==> src/rtl/sum_pkg.sv <==
// Shared types and constants for the summing-thread consumer stage.
package sum_pkg;

  localparam int SUM_WIDTH     = 8;
  localparam int SUM_BUF_DEPTH = 4;

  typedef logic [SUM_WIDTH-1:0]             sum_t;
  typedef logic [$clog2(SUM_BUF_DEPTH):0]   buf_ptr_t;

  // Control view of the buffer, decoded from the pointers each cycle.
  typedef enum logic [1:0] {
    BUF_EMPTY   = 2'd0,
    BUF_PARTIAL = 2'd1,
    BUF_FULL    = 2'd2
  } buf_state_e;

endpackage

==> src/rtl/sum_rise_det.sv <==
// Rising-edge detector on the load strobe: one capture per load high period.
module sum_rise_det (
  input  logic ck,
  input  logic reset_l,
  input  logic load_i,
  output logic cap_o
);

  logic load_q;

  // NOTE: sequential state uses non-blocking assignment so every flop samples pre-edge values.
  always_ff @(posedge ck or negedge reset_l) begin
    if (!reset_l) load_q <= 1'b0;
    else          load_q <= load_i;
  end

  assign cap_o = load_i & ~load_q;

endmodule

==> src/rtl/sum_buffer_stage.sv <==
// Circular FIFO capturing completed sums and presenting them over valid/ready.
// Define SUM_BUF_OVF_CNT_EN to add the saturating ovf_count port.
module sum_buffer_stage
  import sum_pkg::*;
#(
  parameter int WIDTH = SUM_WIDTH,
  parameter int DEPTH = SUM_BUF_DEPTH
) (
  input  logic                       ck,
  input  logic                       reset_l,
  input  logic                       load,
  input  logic [WIDTH-1:0]           potVal,
  input  logic                       out_ready,
  output logic                       out_valid,
  output logic [WIDTH-1:0]           out_data,
  output logic [$clog2(DEPTH):0]     count,
  output logic                       full,
  output logic                       dropped
`ifdef SUM_BUF_OVF_CNT_EN
  ,
  output logic [7:0]                 ovf_count
`endif
);

  localparam int AW = $clog2(DEPTH);
  localparam int PW = AW + 1;

  logic             cap;
  logic             push;
  logic             pop;
  logic [PW-1:0]    wr_ptr_q, wr_ptr_d;
  logic [PW-1:0]    rd_ptr_q, rd_ptr_d;
  logic [PW-1:0]    fill;
  logic             dropped_q, dropped_d;
  buf_state_e       state;
  logic [WIDTH-1:0] mem [DEPTH];

  sum_rise_det u_rise_det (
    .ck      (ck),
    .reset_l (reset_l),
    .load_i  (load),
    .cap_o   (cap)
  );

  // Pointer MSB differs when wrapped, so the difference spans 0..DEPTH.
  assign fill = wr_ptr_q - rd_ptr_q;

  always_comb begin
    state = BUF_PARTIAL;
    if (fill == '0)              state = BUF_EMPTY;
    else if (fill == PW'(DEPTH)) state = BUF_FULL;
  end

  assign out_valid = (state != BUF_EMPTY);
  assign full      = (state == BUF_FULL);
  assign count     = fill;
  assign out_data  = out_valid ? mem[rd_ptr_q[AW-1:0]] : '0;

  // A pop in the same cycle frees the slot, so a full buffer can still accept.
  assign pop  = out_valid & out_ready;
  assign push = cap & (~full | pop);

  always_comb begin
    wr_ptr_d  = wr_ptr_q + PW'(push);
    rd_ptr_d  = rd_ptr_q + PW'(pop);
    dropped_d = dropped_q | (cap & full & ~pop);
  end

  always_ff @(posedge ck or negedge reset_l) begin
    if (!reset_l) begin
      wr_ptr_q  <= '0;
      rd_ptr_q  <= '0;
      dropped_q <= 1'b0;
    end else begin
      wr_ptr_q  <= wr_ptr_d;
      rd_ptr_q  <= rd_ptr_d;
      dropped_q <= dropped_d;
    end
  end

  // NOTE: storage is deliberately not reset; the pointers alone define which entries are live.
  always_ff @(posedge ck) begin
    if (push) mem[wr_ptr_q[AW-1:0]] <= potVal;
  end

  assign dropped = dropped_q;

`ifdef SUM_BUF_OVF_CNT_EN
  logic [7:0] ovf_q;

  always_ff @(posedge ck or negedge reset_l) begin
    if (!reset_l)                            ovf_q <= 8'd0;
    else if (cap & full & ~pop && ovf_q != 8'hFF) ovf_q <= ovf_q + 8'd1;
  end

  assign ovf_count = ovf_q;
`endif

endmodule

==> config.mk <==
export PLATFORM = sky130hd
export DESIGN_NAME = sum_buffer_stage
export DESIGN_NICKNAME = d
export VERILOG_FILES = /design/src/rtl/sum_pkg.sv /design/src/rtl/sum_rise_det.sv /design/src/rtl/sum_buffer_stage.sv
export SDC_FILE = /design/constraint.sdc
export NUM_CORES = 1
export LEC_CHECK = 0
export ABC_CLOCK_PERIOD_IN_PS = 6650
export CAP_MARGIN = 20
export CORE_ASPECT_RATIO = 0.7
export CORE_UTILIZATION = 40
export DETAILED_ROUTE_END_ITERATION = 10
export HOLD_SLACK_MARGIN = 0.12
export MAX_ROUTING_LAYER = met4
export PLACE_DENSITY = 0.6
export SLEW_MARGIN = 20
export SYNTH_ARGS = -nofsm -noshare
export SYNTH_HDL_FRONTEND = slang
export SYNTH_SLANG_ARGS = --single-unit
==> constraint.sdc <==
create_clock -name ck -period 6.65 [get_ports ck]
set_clock_uncertainty 0.05 [all_clocks]
set_input_delay 0.665 -clock ck [delete_from_list [all_inputs] [get_ports ck]]
set_output_delay 0.665 -clock ck [all_outputs]
set_load 0.02 [all_outputs]
==> key figures <==
Yosys
  – Netlist cell types: 23
  – Synth warnings: 0
  – Yosys top cell by area: edfxtp_1
  – Synth top cells by count: edfxtp_1 (32), dfrtp_1 (8), mux4_2 (8)
  – Syn nets: 105
  – Main flop type after synthesis: edfxtp_1
  – Synthesized area: ~1700 sq um
  – FFs w/ async S/R, synth: 20.00%
  – Top-count cell post-synth: edfxtp_1
  – Post-synth EDFFs: 32
  – Post-synthesis sequential area ratio: between 60 and 70%
  – Synth area leaders: edfxtp_1 (56%), dfrtp_1 (12%), mux4_2 (11%)
  – Syn_area_per_cell: 19.56 sq um
  – Yosys top cell area share: a little under three fifths
  – Mapped Cells: 87
  – Seq cells post-synth: 40

Timing
  – Max-slew violation count: 0
  – Least-Margin Pin Slew: 0.5859 ns
  – Post-layout minimum cycle time: 3.685 ns
  – FMAX: 0.2714 GHz
  – # setup viols final: 0
  – Post-route setup TNS: 0 ns
  – Final Hold Fails: 0
  – Hold Slack: approximately 0.42 ns
  – RSZ-0062 raised after global routing: false
  – Final period utilization: a little under three fifths
  – Relative slew slack: 60.94%

Flow run
  – Max Cap Viol: 0

Detailed routing
  – # DRC: 0
  – DRT Pass-1 Iters: 2
  – 1st-iter DRT viols: 28
  – Highest Signal Layer: met4
  – DR WL met2: 1392 um
  – Avg Vias per Cell: 5.110
  – WL final: 3011 um
  – DR WL/cell: 17.51 um
  – Wire length on met3: 116 um
  – Antenna-violating nets left: 0
  – Routed via count: 879
  – WL met1: 1467 um

Floorplanning
  – Area of the core: 3994 sq um
  – Die Width: about 80 um
  – # rows: 19
  – DIE HEIGHT: 56.57 um
  – Initial Utilization: a little over two fifths
  – Die area: 4523 sq um
  – I/O pin total: 26

GRT
  – Vias in the first global route: 887
  – Global-route wire length before repair: around 4700 um
  – Antenna violations before repair: 0
  – Tot GR Track Use: 15.94%
  – Global route total overflow: 0
  – Largest net degree at the start of global routing: 14

CTS
  – Post-CTS Setup Inserts: 0
  – Clk slew on worst S/H paths: 0.08 ns
  – Maximum clock insertion buffer count: 2
  – Clock sink total: 40
  – Cts hold-fix bufs: 0
  – Clock Tree Root: clkbuf_8
  – H-tree Lvls: 2
  – TritonCTS clock tree: built
  – Post-CTS sizing: 0
  – Clk_lat worst skew: between 0.2 and 0.3 ns
  – CTS buffer count: 5

Run status
  – Status: finished clean

Critical path
  – Crit path required time: ~6 ns
  – Critical path peak fanout: 12
  – CP Data Arrival Time: 2.97 ns
  – Crit end category: output pin
  – Setup crit start kind: flop
  – Crit Path Category: reg -> out

Layout
  – Number of diodes: 0
  – Layout cells sized above 1: roughly 23%
  – Area Overhead vs Synth: 23.68%
  – Layout Nets: ~140

Placement
  – Routability cong.: approximately 0.67
  – IO Port Bufs: 25
  – Post-DP HPWL: ~2000 um

Worst hold path
  – HP Class: reg -> reg
## logic make-up after synthesis
| kind of cell | synth area share (%) |
|---|---|
| DFF | 68.24 |
| AOI/OAI and AO/OA | 8.603 |
| buffers and inverters | 3.235 |
| muxes | 10.59 |
| adders and majority gates | 4.853 |
| and+or+nand+nor | 2.059 |
| xor gates and xnor gates | 2.426 |
## metal layers
layer,GRT usage (%),vias up
met4,6.122,0
met3,4.553,4
met5,-,-
met2,23.32,18
met1,21.23,451
li1,-,406
## layout make-up
type,instances,area [sq um]
fill,344,1889
sequential,40,1161
multi-input combinational,37,485.5
timing repair buffer,29,280.3
clock buffer,5,68.82
tap,52,65.06
inverter,6,25.02
clock inverter,3,18.77
## through the flow
stage	cell area, sq um	cells	utilization [%]	setup WS, ns
final	2105	172	52.69	2.965
after global routing	2105	172	52.69	2.769
after CTS	2105	172	52.69	2.937
after detailed placement	2017	164	50.50	3.263
after global placement	2017	164	50.50	3.297
after floorplan	1702	87	-	3.956
## state kept, by name (all words and copies together) (netlist names)
name / count
wr_ptr_q: 3
mem: 32
rd_ptr_q: 3
dropped: 1
u_rise_det.load_q: 1
## cell usage in the layout (no fill, tap or decap), drive strengths merged
master         count
buf                4
a41o               1
xor2               2
clkdlybuf4s50     25
nand2b             1
a2111oi            4
a21oi              1
dfrtp              8
and3b              1
inv                6
clkinvlp           2
ha                 5
mux4               8
edfxtp            32
nor3               1
fa                 1
xnor3              1
clkbuf             5
and2               1
a21boi             9
nand2              1
clkinv             1
## path summary, 6_finish.rpt
path / end / slack, ns / depth (start not counted) / start
setup / recovery: out_data[3] / 2.97 / 5 / rd_ptr_q[0]
hold / removal: dropped / 0.42 / 1 / dropped
setup reg to reg: mem[3][5] / 3.74 / 6 / rd_ptr_q[0]
hold reg to reg: dropped / 0.42 / 1 / dropped
max in group asynchronous: rd_ptr_q[1] / 5.69 / 1 / reset_l
min in group asynchronous: wr_ptr_q[0] / 0.60 / 1 / reset_l
## worst max-delay path, cell delays in order (launching register included)
cell,delay [ns]
dfrtp_1,0.59
ha_1,0.31
fa_1,0.35
xnor3_2,0.55
a21boi_1,0.23
clkdlybuf4s50_1,0.64
Power is left out: the tool's default activity adds up to more than one toggle a clock period on the data nets, which glitch-free logic cannot reach.
